===== src/rtl/selector_tablero_pkg.sv =====
// selector_pkg: cell encodings, button indices, FSM states and clog2 for the board selector
package selector_pkg;
  localparam logic [1:0] CASILLA_VACIA   = 2'b00;
  localparam logic [1:0] CASILLA_EQUIS   = 2'b01;
  localparam logic [1:0] CASILLA_CIRCULO = 2'b10;
  localparam int B_ARRIBA = 0;
  localparam int B_ABAJO  = 1;
  localparam int B_IZQ    = 2;
  localparam int B_DER    = 3;
  localparam int B_ELIGE  = 4;
  typedef enum logic {
    ESPERA = 1'b0,
    LLENO  = 1'b1
  } estado_t;
  function automatic int clog2(input int v);
    int r;
    r = 0;
    while ((1 << r) < v) r = r + 1;
    return r;
  endfunction
endpackage


===== src/rtl/selector_tablero_detector_flanco.sv =====
// detector_flanco: rising-edge detect on W levels; history starts high so held buttons stay silent
module detector_flanco #(
  parameter int W = 5
) (
  input  logic         clk,
  input  logic         reset,
  input  logic [W-1:0] nivel_i,
  output logic [W-1:0] flanco_o
);
  logic [W-1:0] prev_q;
  always_ff @(posedge clk) prev_q <= reset ? '1 : nivel_i;
  assign flanco_o = nivel_i & ~prev_q;
endmodule


===== src/rtl/selector_tablero.sv =====
// selector_tablero: N x N cursor selector committing player marks, with wrap/saturate, clear and full state
module selector_tablero
  import selector_pkg::*;
#(
  parameter int N    = 3,
  parameter int WRAP = 1,
  parameter int CW   = clog2(N*N)
) (
  input  logic              clk,
  input  logic              reset,
  input  logic              boton_arriba,
  input  logic              boton_abajo,
  input  logic              boton_izq,
  input  logic              boton_der,
  input  logic              boton_elige,
  input  logic              turno_p1,
  input  logic              turno_p2,
  input  logic              limpiar,
  output logic [2*N*N-1:0]  tablero,
  output logic [CW-1:0]     cuadro,
  output logic              p1_mm,
  output logic              p2_mm,
  output logic              jugada_invalida,
  output logic              tablero_lleno
);
  localparam int RW = clog2(N);
  localparam logic [RW-1:0] ULT = RW'(N-1);
  localparam logic [RW-1:0] MED = RW'(N/2);
  logic [4:0]        flanco;
  logic [RW-1:0]     fila_q, fila_d, col_q, col_d;
  logic [2*N*N-1:0]  tablero_q, tablero_d;
  logic [N*N-1:0]    ocupada;
  estado_t           estado_q, estado_d;
  logic              p1_q, p2_q, inv_q;
  logic              elige, mueve, arriba, abajo, izq, der, escribe, invalida;
  logic [1:0]        celda, marca;
  function automatic logic [RW-1:0] menos(input logic [RW-1:0] v);
    return (v == '0) ? ((WRAP != 0) ? ULT : '0) : v - RW'(1);
  endfunction
  function automatic logic [RW-1:0] mas(input logic [RW-1:0] v);
    return (v == ULT) ? ((WRAP != 0) ? '0 : ULT) : v + RW'(1);
  endfunction
  detector_flanco #(.W(5)) u_flanco (
    .clk      (clk),
    .reset    (reset),
    .nivel_i  ({boton_elige, boton_der, boton_izq, boton_abajo, boton_arriba}),
    .flanco_o (flanco)
  );
  assign cuadro = CW'(fila_q) * CW'(N) + CW'(col_q);
  // limpiar beats every edge, elige beats moves, moves resolve in fixed order
  always_comb begin
    elige    = !limpiar && flanco[B_ELIGE];
    mueve    = !limpiar && !flanco[B_ELIGE];
    arriba   = mueve && flanco[B_ARRIBA];
    abajo    = mueve && !flanco[B_ARRIBA] && flanco[B_ABAJO];
    izq      = mueve && !(|flanco[B_ABAJO:B_ARRIBA]) && flanco[B_IZQ];
    der      = mueve && !(|flanco[B_IZQ:B_ARRIBA]) && flanco[B_DER];
    fila_d   = arriba ? menos(fila_q) : abajo ? mas(fila_q) : fila_q;
    col_d    = izq ? menos(col_q) : der ? mas(col_q) : col_q;
    celda    = tablero_q[2*cuadro +: 2];
    marca    = turno_p1 ? CASILLA_EQUIS : CASILLA_CIRCULO;
    escribe  = elige && estado_q == ESPERA && (turno_p1 ^ turno_p2) && celda == CASILLA_VACIA;
    invalida = elige && (estado_q == LLENO || ((turno_p1 || turno_p2) && !escribe));
    estado_d = limpiar ? ESPERA : (escribe && &ocupada) ? LLENO : estado_q;
  end
  for (genvar k = 0; k < N*N; k++) begin : g_celda
    assign tablero_d[2*k +: 2] = limpiar ? CASILLA_VACIA :
                                 (escribe && cuadro == CW'(k)) ? marca : tablero_q[2*k +: 2];
    assign ocupada[k] = |tablero_d[2*k +: 2];
  end
  always_ff @(posedge clk) begin
    if (reset) begin
      fila_q    <= MED;
      col_q     <= MED;
      tablero_q <= '0;
      estado_q  <= ESPERA;
      p1_q      <= 1'b0;
      p2_q      <= 1'b0;
      inv_q     <= 1'b0;
    end else begin
      fila_q    <= fila_d;
      col_q     <= col_d;
      tablero_q <= tablero_d;
      estado_q  <= estado_d;
      p1_q      <= escribe && turno_p1;
      p2_q      <= escribe && turno_p2;
      inv_q     <= invalida;
    end
  end
  assign tablero         = tablero_q;
  assign p1_mm           = p1_q;
  assign p2_mm           = p2_q;
  assign jugada_invalida = inv_q;
  assign tablero_lleno   = estado_q == LLENO;
endmodule


===== config.mk =====
export PLATFORM = sky130hd
export DESIGN_NAME = selector_tablero
export DESIGN_NICKNAME = d
export VERILOG_FILES = /design/src/rtl/selector_tablero_pkg.sv /design/src/rtl/selector_tablero_detector_flanco.sv /design/src/rtl/selector_tablero.sv
export SDC_FILE = /design/constraint.sdc
export NUM_CORES = 1
export LEC_CHECK = 0
export ABC_AREA = 0
export BUFFER_PORTS_ARGS = -buffer_cell sky130_fd_sc_hd__buf_2
export CAP_MARGIN = 10
export CORE_MARGIN = 2
export CORE_UTILIZATION = 58
export CTS_CLUSTER_SIZE = 24
export DETAILED_ROUTE_END_ITERATION = 12
export PLACE_DENSITY = 0.95
export SETUP_SLACK_MARGIN = 0.05
export SLEW_MARGIN = 20
export SYNTH_ARGS = -nofsm -noshare
export SYNTH_HDL_FRONTEND = slang
export SYNTH_SLANG_ARGS = --single-unit

===== constraint.sdc =====
create_clock -name clk -period 8.3 [get_ports clk]
set_input_delay 1.245 -clock clk [delete_from_list [all_inputs] [get_ports clk]]
set_output_delay 1.245 -clock clk [all_outputs]
set_load 0.02 [all_outputs]

* Yosys cells after proc, flatten, opt, wreduce, memory -nomap -nowiden *
Index checks and enable logic that the tools add are counted.

storage, ports and cells
  register bits = 31
  input bits = 10
  output and inout port bits = 26
  word-level logic and storage cells = 109

cells by class
  add/subtract/negate cells = 5
  multipliers = 1
  equality and inequality tests = 10
  shift operators = 1
  muxes and demuxes = 27
  bitwise gates (word level) = 4
  reduce and logical (&&, ||, !) cells = 53

operators with widths
  operator                                          number
  2-to-1 mux 2 bit                                  27
  logical AND 1 bit                                 26
  OR reduction 2 bit                                11
  indexed part select 18 x 6 -> 2 bit               1
  == test 4 x 3 -> 1 bit, second input constant     4
  AND reduction 9 bit                               1
  == test 4 x 2 -> 1 bit, second input constant     2
  logical NOT 1 bit                                 6
  logical NOT 2 bit                                 3
  bitwise AND 5 bit                                 1
  NOT 5 bit                                         1
  adder 2 x 1 -> 2 bit, second input constant       2
  adder 4 x 2 -> 4 bit                              1
  == test 2 bit, second input constant              2
  == test 4 x 1 -> 1 bit, second input constant     1
  == test 4 bit, second input constant              1
  logical NOT 4 bit                                 1
  multiplier 2 x 2 -> 4 bit, second input constant  1
  nonzero test 2 bit                                2
  subtractor 2 x 1 -> 2 bit, second input constant  2
  OR reduction 3 bit                                1
  logical OR 1 bit                                  2
  NOT 1 bit                                         1
  XOR 1 bit                                         1

* Longest topological paths before layout *
Gate-level depths: netlist of the first run.

  depth after elaboration = 12
  mapped depth = 10
  gate-level depth less buffers = 10

* Hierarchy *
From an unflattened synthesis of the first run, not the netlist that was laid out.

second synthesis, totals
  cells, all modules = 189
  area total of the unflattened synthesis = 1694.1 um^2

by module, submodules not included
  module            instances  cells each  area an instance (um^2)  sequential area each (um^2)
  selector_tablero  1          174         1531.5                   520.5
  detector_flanco   1          15          162.7                    100.1

* Least setup slack after synthesis of the first run *
No wires, ideal clock.

  kind = register -> register
  start = reg fila_q[0]
  end = reg estado_q, in the netlist tablero_lleno
  setup time = 0.084 ns
  arrival = 3.343 ns
  required time = 8.216 ns
  path slack = 4.873 ns
  cell stages (with the launch flop) = 11
  buffers on the path = 0
  clock period less this slack = 3.427 ns
  path through = dfxtp_1 > inv_1 > fa_1 > inv_1 > ha_1 > fa_1 > nor2b_1 > nand4_4 > o31a_1 > or4b_4 > o31ai_2

between the ends
  word-level cells in the longest chain between the ends = 11
  elaborated cells on any way between the ends = 52
  classes of those cells = 1 x add/sub; 1 x mul; 8 x eq/ne; 1 x shift; 18 x mux; 23 x reduce/logical

ends and longest elaborated chain
  what                                 line                    source
  from (decl)                          selector_tablero.sv:30  logic [RW-1:0] fila_q, fila_d, col_q, col_d;
  from (signal assigned)               selector_tablero.sv:81  fila_q <= fila_d;
  multiplier 2 x 2 -> 4 bit *          selector_tablero.sv:49  assign cuadro = CW'(fila_q) * CW'(N) + CW'(col_q);
  adder 4 x 2 -> 4 bit *               selector_tablero.sv:49
  via cuadro[2]                        selector_tablero.sv:20  output logic [CW-1:0] cuadro,
  indexed part select 18 x 6 -> 2 bit  selector_tablero.sv:60  celda = tablero_q[2*cuadro +: 2];
  logical NOT 2 bit                    selector_tablero.sv:62  escribe = elige && estado_q == ESPERA && (turno_p1 ^ turno_p2) && celda == CASILLA_VACIA;
  logical AND 1 bit                    selector_tablero.sv:62
  logical AND 1 bit                    selector_tablero.sv:68  (escribe && cuadro == CW'(k)) ? marca : tablero_q[2*k +: 2];
  2-to-1 mux 2 bit                     selector_tablero.sv:68
  2-to-1 mux 2 bit                     selector_tablero.sv:67  assign tablero_d[2*k +: 2] = limpiar ? CASILLA_VACIA :
  OR reduction 2 bit                   selector_tablero.sv:69  assign ocupada[k] = |tablero_d[2*k +: 2];
  AND reduction 9 bit                  selector_tablero.sv:64  estado_d = limpiar ? ESPERA : (escribe && &ocupada) ? LLENO : estado_q;
  logical AND 1 bit *                  selector_tablero.sv:64
  to (signal assigned)                 selector_tablero.sv:84  estado_q <= estado_d;
  to (decl)                            selector_tablero.sv:33  estado_t estado_q, estado_d;

The timed path passes the listed nets; every way through them passes the cells marked *.
A chain may end at the register's enable or synchronous reset.

* Final worst setup path of the first run *
  start = reg fila_q[0]
  end = out cuadro[2]

between the ends
  word-level cells in the longest chain between the ends = 2

ends and longest elaborated chain
  what                       line
  multiplier 2 x 2 -> 4 bit  selector_tablero.sv:49
  adder 4 x 2 -> 4 bit       selector_tablero.sv:49
  to (decl)                  selector_tablero.sv:20

Every way passes these cells.

==> results of run 1 <==
==> worst paths after layout <==
| path | end | slack [ns] | depth (start not counted) |
|---|---|---|---|
| setup / recovery | cuadro[2] | 4.56 | 6 |
| setup reg to reg | tablero_lleno$_SDFFE_PP0P_ | 4.77 | 10 |
| hold reg to reg | tablero[12]$_SDFF_PP0_ | 0.49 | 2 |
| hold / removal | tablero[12]$_SDFF_PP0_ | 0.49 | 2 |
==> flip-flops by register name (all words and copies together), names as in the netlist <==
signal / flops
p2_mm: 1
tablero_lleno: 1
col_q: 2
jugada_invalida: 1
tablero: 18
fila_q: 2
u_flanco.prev_q: 5
p1_mm: 1
==> layout by cell type (no fill, tap or decap), drive strengths merged, types with 2 or more instances in the layout <==
cell,Yosys,routed
nor3b,2,2
o21bai,2,2
a21oi,9,9
and4,2,2
nor2b,4,4
a211oi,5,5
nand3,4,4
or3,2,2
dfxtp,31,31
nor3,10,10
mux2i,8,8
a211o,2,2
o21a,6,6
mux4,2,2
nor2,27,27
and4bb,2,2
inv,15,15
o21ai,7,7
buf,1,35
clkbuf,6,6
nand4,3,3
nand2,9,9
nor4,3,3
nand2b,3,3
or2,15,15
ha,9,9
a31oi,3,3
fa,2,2
==> power by group through the flow <==
stage	clock, W	combinational (W)	sequential, W
2_1_floorplan	0	0.0000562	0.000156
3_3_place_gp	0	0.0000715	0.000156
3_5_place_dp	0	0.0000740	0.000156
4_1_cts	0.0000783	0.0000742	0.000153
5_1_grt	0.0000854	0.0000821	0.000153
6_report	0.0000773	0.0000758	0.000153
==> layer usage <==
layer / track usage / share of wire / vias up
met4: 0.0921 / 0.012 / 0
met5: 0 / 0 / -
met3: 0.0895 / 0.066 / 6
li1: - / - / 798
met1: 0.293 / 0.44 / 792
met2: 0.430 / 0.48 / 65
==> logic make-up after synthesis <==
logic type      Yosys count  share of synthesized area
flops                    31                      0.347
xor+xnor                  1                    0.00909
simple gates             90                      0.283
buf+inv                  23                     0.0503
mux                      11                     0.0762
fa+ha+maj                11                     0.0853
compound gates           40                      0.149
==> synthesized netlist by cell type, drive strengths merged <==
cell    count
clkinv      1
nor2b       4
a211oi      5
o211ai      1
and2        1
or2        15
or3         2
nor4        3
nor3b       2
fa          2
nand4       3
a211o       2
ha          9
dfxtp      31
and4bb      2
o21bai      2
o31a        1
o31ai       1
nand2       9
or3b        1
a31oi       3
nor2       27
a21oi       9
buf         1
mux2i       8
a41oi       1
o21ai       7
or4b        1
clkbuf      6
inv        15
nand3       4
a22o        1
mux2        1
nand4b      1
xor2        1
and4        2
o21a        6
o22ai       1
nand2b      3
mux4        2
nor3       10
==> per-stage QoR <==
stage	power, W	instances	utilization
finish	0.000306	274	0.672
global route	0.000321	274	0.672
CTS	0.000305	274	0.672
detailed placement	0.000230	268	0.658
global placement	0.000228	268	0.658
floorplan	0.000212	207	-
==> worst reg2reg max path, stage by stage, from the launching register on <==
cell and delay [ns]:
dfxtp_1 0.39, inv_1 0.11, fa_1 0.62, inv_1 0.06
ha_1 0.21, fa_1 0.57, nor2b_1 0.31, nand4_4 0.14
o31a_1 0.31, or4b_4 0.51, o31ai_2 0.23
==> layout make-up <==
cell class                      count  area share
Timing Repair Buffer               35      0.0868
Multi-Input combinational cell    153       0.535
Sequential cell                    31       0.308
Tap cell                           33      0.0205
Inverter                           16      0.0298
Clock buffer                        6      0.0205
==> metrics.md, run 1 <==
| Metric | Value |
|---|---|
| Status | complete, no violations |
| DRT Wirelength | 4.05 mm |
| WHS | 0.485 ns |
| Combinational power share | 0.248 |
| Final critical-path setup slack | approximately 4.6 ns |
| Pre-CTS worst setup slack | 4.60 ns |
| HP Class | reg2reg |
| Worst Path Arrival | 2.49 ns |
| Layout area overhead | 12.7% |
| Detailed-router iteration count before antenna repair | 4 |
| FP Rows | 20 |
| Pwr/cell area | 152 nW/µm² |
| Top cell type's share of synthesized area | 0.347 |
| Post-CTS Hold Buffers | 0 |
| Clock sink total | 31 |
| Post-Syn Nets | approximately 230 |
| Kind of end point of the critical path | output port |
| Critical path class | reg2out |
| Largest net degree at the start of global routing | 16 |
| Post-CTS Setup Inserts | 0 |
| Final instance area | 2020 µm² |
| Reg2reg start | fila_q[0]$_SDFFE_PP1P_ |
| Main area contributors after synthesis | dfxtp_1, ha_1, nor2_1, mux2i_1, inv_1 |
| Starting density of the core | 0.596 |
| DRC | 0 |
| GRT Util Overall | 0.253 |
| FF/Latch Area | 621 µm² |
| GRT Residual Overflow | 0 |
| # nets final | 263 |
| Root Driver | clkbuf_4 |
| Fmax achieved | 268 MHz |
| CP Cell Sequence | inv_1 > fa_1 > inv_1 > ha_1 > fa_1 > buf_2 |
| Chip width | just under 60 µm |
| Vias | ~1,700 |
| Avg Synthesized Cell Area | 8.64 µm² |
| Yosys top cell by area | dfxtp_1 |
| CP peak stage delay | 0.62 ns |
| Vias in the first global route | roughly 1,500 |
| First-pass GRT wire length | 6.64 mm |
| DP Area | 1980 µm² |
| Post-CTS sizing | 0 |
| Startpoint types | flop |
| Clk buf depth | 2 |
| Via density | about 6.1 |
| Clk pwr share | 0.253 |
| Tightest Pin Transition | 0.524 ns |
| Max Cap Viol | 0 |
| Leak Pwr | between 0.8 and 0.9 nW |
| Final setup viols | 0 |
| Area occupied by multi-input gates | 1080 µm² |
| Share of cells above drive strength 1 | 0.228 |
| Peak VDD IR | 118 µV |
| Pint | 0.000207 W |
| Worst Path Required | 7.05 ns |
| TritonCTS clock tree | done |
| Die area | 3550 µm² |
| Mapped Cells | 207 |
| Clk_skew | about 0.013 ns |
| Psw | 0.0000987 W |
| Buffers plus inverters on the worst setup path | 3 |
| I/O pins | 36 |
| Setup TNS | 0 ns |
| Routability cong. | 0.928 |
| Starting DRT DRC Count | 64 |
| Reg power frac | 0.500 |
| Core area | between 3000 and 4000 µm² |
| Synthesized cell area | 1790 µm² |
| Period utilisation layout | 0.450 |
| Final worst path period need | 3.74 ns |
| Switching Fraction | 0.323 |
| CTS H-tree lvls | 2 |
| Count of final max-slew check failures | 0 |
| YS warnings | 0 |
| RSZ-0062 raised after global routing | false |
| Num CTS Buffers | 5 |
| Number of synthesized register bits | 31 |
| Final hold violations | 0 |
| Cell family with most CP delay | adder cells |
| Initial antenna violation count | 0 |
| Slowest-stage cell, CP | fa_1 |
| Die Y | just under 60 µm |
| Remaining antenna violation count | 0 |
| Yosys cell types | 46 |
| Slew margin rel. | 0.647 |
| Clock-pin slew on the worst setup and hold paths | 0.09 ns |
| # port buffers | 35 |
| Fillers | between 200 and 300 |
| Post-synthesis sequential area ratio | 0.347 |
| Routed len/inst | 14.8 µm |
| Critical-path maximum fanout | 5 |
| Min-delay src | tablero[12]$_SDFF_PP0_ |
| Antenna cell count | 0 |
| DP Wirelength | 3.06 mm |
| Crit path from | fila_q[0]$_SDFFE_PP1P_ |
| Clk Latency, worst-skew pair | 0.33 ns |
No activity file was read; power rests on OpenSTA's default activity.
==> run 2, diff against run 1 <==
- CORE_UTILIZATION: 58 -> 54
- PLACE_DENSITY: 0.95 -> 0.9
- clock period: 8.3 -> 3.62 ns (I/O delays scaled with it)
==> metrics.md, run 2 (same netlist as run 1, synthesis figures left out) <==
| Metric | Value |
|---|---|
| Status | complete, no violations |
| Num CTS Buffers | 5 |
| First-pass GRT wire length | between 6 and 7 mm |
| Clk buf depth | 2 |
| HP Class | in2reg |
| Fillers | roughly 280 |
| Die area | ~3800 µm² |
| Remaining antenna violation count | 0 |
| Clock sink total | 31 |
| Routability cong. | 0.906 |
| CP peak stage delay | 0.61 ns |
| Vias | 1,618 |
| Startpoint types | flop |
| # port buffers | 35 |
| Routed len/inst | approximately 14 µm |
| Setup TNS | 0 ns |
| Vias in the first global route | 1,529 |
| GRT Residual Overflow | 0 |
| Commonest non-fill, non-tap cell in the layout | buf_2 |
| GRT Util Overall | 0.243 |
| Final setup viols | 0 |
| Peak VDD IR | 251 µV |
| Tightest Pin Transition | around 0.53 ns |
| Slowest-stage cell, CP | fa_1 |
| Root Driver | clkbuf_4 |
| Clk_skew | about 0.013 ns |
| Critical path class | reg2reg |
| Pwr/cell area | 346 nW/µm² |
| Via density | ~5.7 |
| Cells on Worst Hold Path | 2 |
| Max Cap Viol | 0 |
| Clk Latency, worst-skew pair | around 0.33 ns |
| Final worst path period need | 3.44 ns |
| Min-delay src | boton_izq |
| DRT Wirelength | roughly 4.1 mm |
| Cell family with most CP delay | adder cells |
| Cell depth of the worst flop-to-flop path | 10 |
| Period utilisation layout | 0.951 |
| Kind of end point of the critical path | flop |
| Reg2reg start | fila_q[0]$_SDFFE_PP1P_ |
| Max reg flops | 18 |
| DP Wirelength | 3.08 mm |
| Fmax achieved | ~290 MHz |
| # nets final | 264 |
| FF-to-FF End | tablero_lleno$_SDFFE_PP0P_ |
| Most frequent cells in the layout | buf_2, dfxtp_1, nor2_1, inv_1, nor3_1 |
| Worst Path Required | 3.88 ns |
| TritonCTS clock tree | done |
| Slew margin rel. | 0.646 |
| Combinational power share | 0.252 |
| Critical-path maximum fanout | 5 |
| Psw | 0.000228 W |
| Initial antenna violation count | 0 |
| Switching Fraction | 0.322 |
| Hold Path End | u_flanco.prev_q[2]$_SDFF_PP1_ |
| DP Area | about 2000 µm² |
| Clock-pin slew on the worst setup and hold paths | 0.09 ns |
| Clk pwr share | 0.252 |
| Chip width | 61.6 µm |
| Post-CTS Setup Inserts | 0 |
| Starting DRT DRC Count | 123 |
| Buffers plus inverters on the worst setup path | 2 |
| Reg power frac | 0.496 |
| Largest net degree at the start of global routing | 16 |
| DRC | 0 |
| Die Y | approximately 62 µm |
| CP Cell Sequence | inv_1 > fa_1 > inv_1 > ha_1 > fa_1 > nor2b_2 > nand4_4 > o31a_1 > or4b_4 > o31ai_2 |
| Share of cells above drive strength 1 | 0.240 |
| Starting density of the core | 0.577 |
| I/O pins | 36 |
| RSZ-0062 raised after global routing | false |
| FP Rows | 20 |
| Antenna cell count | 0 |
| Final hold violations | 0 |
| Count of final max-slew check failures | 0 |
| Leak Pwr | 0.881 nW |
| Layout area overhead | 14.2% |
| CTS H-tree lvls | 2 |
| Final instance area | 2040 µm² |
| Core area | 3100 µm² |
| Reg2reg setup slack | approximately 0.18 ns |
| Worst Path Arrival | 3.70 ns |
| Pint | 0.000479 W |
| Detailed-router iteration count before antenna repair | 4 |
run 2: what timing repair did:
item,4_1_cts,5_1_grt
hold endpoints to repair,0,0
endpoints found under the setup margin,0,1
hold buffers,0,0
gates resized for setup,0,2
run 2: worst max-delay path by stage:
stage	start	end	slack, ns	depth (start not counted)
2_1_floorplan	fila_q[0]$_SDFFE_PP1P_	tablero_lleno$_SDFFE_PP0P_	0.19	10
3_3_place_gp	fila_q[0]$_SDFFE_PP1P_	tablero_lleno$_SDFFE_PP0P_	0.25	10
3_5_place_dp	fila_q[0]$_SDFFE_PP1P_	tablero_lleno$_SDFFE_PP0P_	0.18	10
4_1_cts	fila_q[0]$_SDFFE_PP1P_	tablero_lleno$_SDFFE_PP0P_	0.16	10
5_1_grt	fila_q[0]$_SDFFE_PP1P_	tablero_lleno$_SDFFE_PP0P_	0.03	10
6_report	fila_q[0]$_SDFFE_PP1P_	tablero_lleno$_SDFFE_PP0P_	0.18	10
run 2: routing by layer:
metal	up-vias	routed length, µm	GRT usage
met3	8	272	0.0672
met2	56	1880	0.389
met1	753	1840	0.317
met4	0	72	0.0821
met5	-	0	0
li1	801	-	-
run 2: metrics by stage:
stage	cells	hold WS [ns]	setup slack, ns	util	power, W
final	286	0.402	0.178	0.658	0.000706
after global routing	286	0.393	0.0252	0.658	0.000746
after CTS	286	0.396	0.160	0.657	0.000704
after detailed placement	280	0.484	0.184	0.644	0.000528
after global placement	280	0.483	0.251	0.644	0.000524
after floorplan	207	0.493	0.193	-	0.000487
run 2: power by group through the flow:
| stage | clock network, W | logic (W) | registers (W) |
|---|---|---|---|
| floorplan | 0 | 0.000129 | 0.000358 |
| global placement | 0 | 0.000166 | 0.000358 |
| detailed placement | 0 | 0.000169 | 0.000358 |
| CTS | 0.000183 | 0.000170 | 0.000350 |
| global route | 0.000200 | 0.000195 | 0.000351 |
| finish | 0.000178 | 0.000178 | 0.000350 |
run 2: area by class of cell:
type | count | area, µm² | share of cell area
Sequential cell | 31 | 621 | 0.304
Multi-Input combinational cell | 153 | 1080 | 0.530
Tap cell | 44 | 55.1 | 0.0269
Inverter | 16 | 60.1 | 0.0294
Timing Repair Buffer | 36 | 183 | 0.0894
Clock buffer | 6 | 41.3 | 0.0202
